==> src/rtl/sha256_msg_schedule_if.sv <==
// Handshake bundle between the block loader, the schedule generator and the round stage.
// Latency: none (wires only).
// Backpressure: w_ready from the consumer stalls the word stream; start is only taken while idle.
//
// Signals: start/block_be (block load request), busy/done (block status),
//          w_valid/w_ready/w_data/w_idx (schedule word stream).
interface sha256_msg_schedule_if;
    logic         start;
    logic [511:0] block_be;
    logic         busy;
    logic         w_valid;
    logic         w_ready;
    logic [31:0]  w_data;
    logic [5:0]   w_idx;
    logic         done;

    // master: the side that supplies blocks and consumes words
    modport master (
        output start, block_be, w_ready,
        input  busy, w_valid, w_data, w_idx, done
    );

    // slave: the schedule generator
    modport slave (
        input  start, block_be, w_ready,
        output busy, w_valid, w_data, w_idx, done
    );
endinterface

==> src/rtl/sha256_msg_schedule.sv <==
// Expands one 512-bit big-endian block into the SHA-256 schedule W[0..NUM_WORDS-1], one word per handshake.
// Latency: first word valid the cycle after start is accepted; one word per cycle under w_ready=1.
// Backpressure: w_valid/w_data/w_idx hold while w_ready=0; start is ignored while busy.
//
// Ports: clk, reset_n (async active-low); bus (slave modport) carries start, block_be,
//        busy, w_valid, w_ready, w_data, w_idx, done.
module sha256_msg_schedule #(
    parameter int NUM_WORDS = 64
) (
    input  logic                 clk,
    input  logic                 reset_n,
    sha256_msg_schedule_if.slave bus
);

    localparam logic [5:0] IDX_LAST = 6'(NUM_WORDS - 1);

    typedef enum logic [1:0] {
        IDLE = 2'd0,
        EMIT = 2'd1,
        FIN  = 2'd2
    } state_t;

    state_t      state_q, state_d;
    logic [5:0]  w_idx_q, w_idx_d;
    logic [31:0] w_data_q, w_data_d;
    // win_q[i] holds W[t-16+i] once t >= 16; before that it holds the raw block words.
    logic [31:0] win_q [16];
    logic [31:0] win_d [16];

    logic        load;
    logic        hs;
    logic        last;
    logic [5:0]  next_t;
    logic [31:0] new_word;

    function automatic logic [31:0] ssig0(input logic [31:0] x);
        return {x[6:0], x[31:7]} ^ {x[17:0], x[31:18]} ^ (x >> 3);
    endfunction

    function automatic logic [31:0] ssig1(input logic [31:0] x);
        return {x[16:0], x[31:17]} ^ {x[18:0], x[31:19]} ^ (x >> 10);
    endfunction

    assign load     = (state_q == IDLE) && bus.start;
    assign hs       = (state_q == EMIT) && bus.w_ready;
    assign last     = (w_idx_q == IDX_LAST);
    assign next_t   = w_idx_q + 6'd1;
    // Window taps: W[t-2]=slot 14, W[t-7]=slot 9, W[t-15]=slot 1, W[t-16]=slot 0.
    assign new_word = ssig1(win_q[14]) + win_q[9] + ssig0(win_q[1]) + win_q[0];

    // State register
    always_ff @(posedge clk or negedge reset_n) begin
        if (!reset_n) begin
            state_q  <= IDLE;
            w_idx_q  <= '0;
            w_data_q <= '0;
            for (int i = 0; i < 16; i++) win_q[i] <= '0;
        end else begin
            state_q  <= state_d;
            w_idx_q  <= w_idx_d;
            w_data_q <= w_data_d;
            for (int i = 0; i < 16; i++) win_q[i] <= win_d[i];
        end
    end

    // Next-state logic
    always_comb begin
        state_d = state_q;
        case (state_q)
            IDLE:    if (bus.start) state_d = EMIT;
            EMIT:    if (hs && last) state_d = FIN;
            FIN:     state_d = IDLE;
            default: state_d = IDLE;
        endcase
    end

    // Datapath: window load/shift and word generation
    always_comb begin
        w_idx_d  = w_idx_q;
        w_data_d = w_data_q;
        for (int i = 0; i < 16; i++) win_d[i] = win_q[i];

        if (load) begin
            for (int i = 0; i < 16; i++) win_d[i] = bus.block_be[32*i +: 32];
            w_idx_d  = '0;
            w_data_d = bus.block_be[31:0];
        end else if (hs && !last) begin
            w_idx_d = next_t;
            if (next_t < 6'd16) begin
                // Still replaying the block: the window is untouched until t reaches 16.
                w_data_d = win_q[next_t[3:0]];
            end else begin
                w_data_d = new_word;
                for (int i = 0; i < 15; i++) win_d[i] = win_q[i+1];
                win_d[15] = new_word;
            end
        end else if (state_q == FIN) begin
            w_idx_d = '0;
        end
    end

    // Outputs
    always_comb begin
        bus.busy    = (state_q != IDLE);
        bus.w_valid = (state_q == EMIT);
        bus.done    = (state_q == FIN);
        bus.w_data  = w_data_q;
        bus.w_idx   = w_idx_q;
    end

endmodule

==> src/flat_wrapper.sv <==
// flat-port wrapper written by rule: the top's interface ports become plain ports
module sha256_msg_schedule_flat 
#(
    parameter int NUM_WORDS = 64
)
  (clk, reset_n, bus_start, bus_block_be, bus_w_ready, bus_busy, bus_w_valid, bus_w_data, bus_w_idx, bus_done);
  sha256_msg_schedule_if bus_i ();
  input  logic clk;
  input  logic reset_n;
  input wire logic [$bits(bus_i.start)-1:0] bus_start;
  input wire logic [$bits(bus_i.block_be)-1:0] bus_block_be;
  input wire logic [$bits(bus_i.w_ready)-1:0] bus_w_ready;
  output wire logic [$bits(bus_i.busy)-1:0] bus_busy;
  output wire logic [$bits(bus_i.w_valid)-1:0] bus_w_valid;
  output wire logic [$bits(bus_i.w_data)-1:0] bus_w_data;
  output wire logic [$bits(bus_i.w_idx)-1:0] bus_w_idx;
  output wire logic [$bits(bus_i.done)-1:0] bus_done;
  assign bus_i.start = bus_start;
  assign bus_i.block_be = bus_block_be;
  assign bus_i.w_ready = bus_w_ready;
  assign bus_busy = bus_i.busy;
  assign bus_w_valid = bus_i.w_valid;
  assign bus_w_data = bus_i.w_data;
  assign bus_w_idx = bus_i.w_idx;
  assign bus_done = bus_i.done;
  sha256_msg_schedule #(.NUM_WORDS(NUM_WORDS)) u_core (.clk(clk), .reset_n(reset_n), .bus(bus_i));
endmodule
==> config.mk <==
export PLATFORM = sky130hd
export DESIGN_NAME = sha256_msg_schedule_flat
export DESIGN_NICKNAME = d
export VERILOG_FILES = /design/src/rtl/sha256_msg_schedule_if.sv /design/src/rtl/sha256_msg_schedule.sv /design/src/flat_wrapper.sv
export SDC_FILE = /design/constraint.sdc
export NUM_CORES = 2
export LEC_CHECK = 0
export CAP_MARGIN = 20
export CORE_MARGIN = 2
export CORE_UTILIZATION = 52
export CTS_CLUSTER_SIZE = 12
export DETAILED_ROUTE_END_ITERATION = 16
export HOLD_SLACK_MARGIN = 0.03
export MAX_ROUTING_LAYER = met4
export PLACE_DENSITY = 0.78
export SETUP_SLACK_MARGIN = 0.3
export SLEW_MARGIN = 0
export SYNTH_ARGS = -nofsm -noshare
export SYNTH_HDL_FRONTEND = slang
export SYNTH_SLANG_ARGS = --single-unit
==> constraint.sdc <==
create_clock -name clk -period 9.91 [get_ports clk]
set_input_delay 1.982 -clock clk [delete_from_list [all_inputs] [get_ports clk]]
set_output_delay 1.982 -clock clk [all_outputs]
set_load 0.02 [all_outputs]
==> impl_metrics.json <==
{
  "synth_top_family_by_area": "simple AND/OR/NAND/NOR gates",
  "wl_per_cell_um": 29.8,
  "tritoncts": "built",
  "grt_overflow": 0,
  "crit_buf_inv": 1,
  "grt_max_degree": 239,
  "fin_area_mm2": 0.0407,
  "crit_type": "register to register",
  "startpoint_type": "register",
  "crit_chain": "ha_4, and3_1, xnor2_1, nand3_1, nand2_4, buf_12, nand2_1, a31oi_1",
  "cp.required_ns": 10.45,
  "seq_area_frac_synth_pct": 41.7,
  "track_usage_pct": 45.8,
  "via_per_inst": 6.45,
  "synth_compound_area_share_pct": 13.4,
  "yosys.cell_types.count": 59,
  "portBuffers": 556,
  "rsz0062_at_grt": "false",
  "fin_crit_ns": 5.01,
  "antenna_found_initial": 17,
  "maxSlewViolCount": 0,
  "coreArea_mm2": 0.0630,
  "synthCells": 3753,
  "slew_headroom_pct": 6.78,
  "outcome": "complete, no violations",
  "insertion_delay_ns": 0.66,
  "fillers": 5193,
  "synth_nets": 4363,
  "cp_slowest_cell": "dfrtp_4",
  "root_buffer": "clkbuf_16",
  "drc": 0,
  "postCtsSetupBuffers": 0,
  "grt_first_pass_wirelength_um": 211000,
  "drt_iter0_drc": 5563,
  "drive_above_1_share_pct": 7.17,
  "clk_pin_slew_ns": 0.07,
  "synthArstFlopShare_pct": 100,
  "finClkSkew_ns": 0.0328,
  "cts_hold_buffers": 0,
  "start_util_pct": 52.6,
  "yosys-top-cells-area": "dfrtp_1, nand2_1, mux4_2",
  "synth_most_common_cell": "nand2_1",
  "synth-xor-area-share_pct": 4.02,
  "num_io_pins": 557,
  "post_cts_resized": 0,
  "synthSimpleGateAreaFrac_pct": 18.7,
  "setup_viol": 0,
  "multiInputGateArea_mm2": 0.0174,
  "fin_crit_sh_pct": 50.6,
  "yosysTopAreaCellShare_pct": 41.7,
  "yosysWarnings": 0,
  "crit_family": "simple AND/OR/NAND/NOR gates",
  "hpwl_um": 112000,
  "rows": 92,
  "synth_common_cells": "nand2_1, dfrtp_1, nor2_1",
  "register_area_mm2": 0.0138,
  "synthAdderAreaFrac_pct": 4.96,
  "first_pass_iters": 8,
  "grt_pass1_vias": 29600,
  "end_kind": "register",
  "synth_edf_count": 0,
  "fp.dieH_um": 256,
  "tns_ns": 0,
  "ys_ff_latch": 552,
  "reg2reg_depth": 8,
  "crit_fanout": 238,
  "htreeDepth": 2,
  "avgSynthCellArea_um2": 8.82,
  "synth_area_leader_cell": "dfrtp_1",
  "hold_path.class": "register to register",
  "syn2layout_area_growth_pct": 23.1,
  "cp.depth": 8,
  "holdPathStages": 2,
  "vias": 32100,
  "dieArea_mm2": 0.0657,
  "hold_violations": 0,
  "cap_violations": 0,
  "clock-sinks": 552,
  "synth-main-ff-cell": "dfrtp_1",
  "synth_area_mm2": 0.0331,
  "slowest_delay_ns": 0.96,
  "die_w_um": 256,
  "wl_um": 148000,
  "synthMuxAreaShare_pct": 11.2,
  "ant_nets": 0,
  "numCtsBuffers": 59,
  "worstPathArrival_ns": 5.55,
  "clockBufferDepth": 3,
  "tightestPinTransition_ns": 1.40,
  "nets": 4677,
  "max_freq_mhz": 200,
  "gp_congestion": 1.04,
  "placed_cell_area_mm2": 0.0388
}
-- through the flow --
stage                     hold slack, ns  utilization (%)  cells  setup slack [ns]
after floorplan                    0.455                -   3753              5.99
after global placement             0.490             61.6   4851              4.82
after detailed placement           0.498             61.6   4852              4.76
after CTS                          0.512             64.7   4961              5.04
after global routing               0.548             64.7   4973              4.81
final                              0.520             64.7   4973              4.90
-- flip-flops by register name, summed over array words and instances (netlist names) --
name               count
u_core.win_q         512
u_core.bus.w_idx       6
u_core.bus.w_data     32
u_core.state_q         2
-- cells in the final DEF, fill, tap and decap left out, types with 4 or more instances in the layout --
cell,synthesis,final
nand4_1,7,7
nand2_1,1038,1036
nand2b_1,6,6
and3_1,11,11
clkbuf_16,0,59
dfrtp_1,552,551
clkbuf_8,0,22
fa_1,62,62
o21ai_0,34,34
or3_1,9,9
o211ai_1,11,11
o31ai_1,4,4
xor2_1,27,26
inv_1,147,147
mux2i_1,11,11
a222oi_1,12,12
clkinv_2,0,7
nor2b_1,4,4
a21o_1,8,8
a211oi_1,4,4
a31oi_1,463,463
o22ai_1,5,5
ha_1,32,31
nor2_1,486,485
a21oi_1,52,51
mux4_2,160,160
clkdlybuf4s50_1,0,555
clkbuf_1,242,15
nor3_1,5,5
o21ai_1,28,28
a22oi_1,43,43
nand3_1,30,30
a221oi_1,4,4
buf_4,2,16
xnor2_1,123,123
o221ai_1,9,9
diode_2,0,12
buf_12,2,11
-- cells by family (layout without fill, tap and decap cells) --
| kind of cell | Yosys count | in the layout |
|---|---|---|
| compound gates | 699 | 699 |
| fa+ha+maj | 94 | 94 |
| simple gates | 1607 | 1607 |
| other cells | 0 | 12 |
| xor+xnor | 151 | 151 |
| flops | 552 | 552 |
| buf+inv | 478 | 840 |
| mux | 172 | 172 |
-- final timing paths --
path	start	endpoint	slack (ns)
min	u_core.bus.w_data[9]	u_core.bus.w_data[9]	0.52
min reg2reg	u_core.bus.w_data[9]	u_core.bus.w_data[9]	0.52
min in group asynchronous	reset_n	u_core.win_q[159]	1.38
max reg2reg	u_core.bus.w_idx[0]	u_core.win_q[328]	4.90
max	u_core.bus.w_idx[0]	u_core.win_q[328]	4.90
max in group asynchronous	reset_n	u_core.bus.w_data[16]	6.92
-- worst register-to-register path, stage by stage (launching register included) --
cell     delay [ns]
dfrtp_4        0.96
ha_4           0.34
and3_1         0.26
xnor2_1        0.16
nand3_1        0.71
nand2_4        0.95
buf_12         0.66
nand2_1        0.61
a31oi_1        0.27
-- layer usage --
layer / wire length (um) / vias to the layer above / track usage (%)
li1: - / 13500 / -
met1: 56200 / 15800 / 61.1
met2: 64400 / 2444 / 64.6
met3: 18000 / 375 / 10.6
met4: 9810 / 0 / 25.6
met5: 0 / - / -
-- final cells by class --
type	instances	share of cell area, %
clock inverter	13	0.261
inverter	147	1.35
clock buffer	96	4.50
antenna	12	0.0737
timing repair buffer	584	14.5
tap	846	2.60
sequential	552	33.9
multi-input combinational	2723	42.8
Power is not shown: default switching activity piles up to over one toggle a cycle in this logic, so the estimate is an artifact.
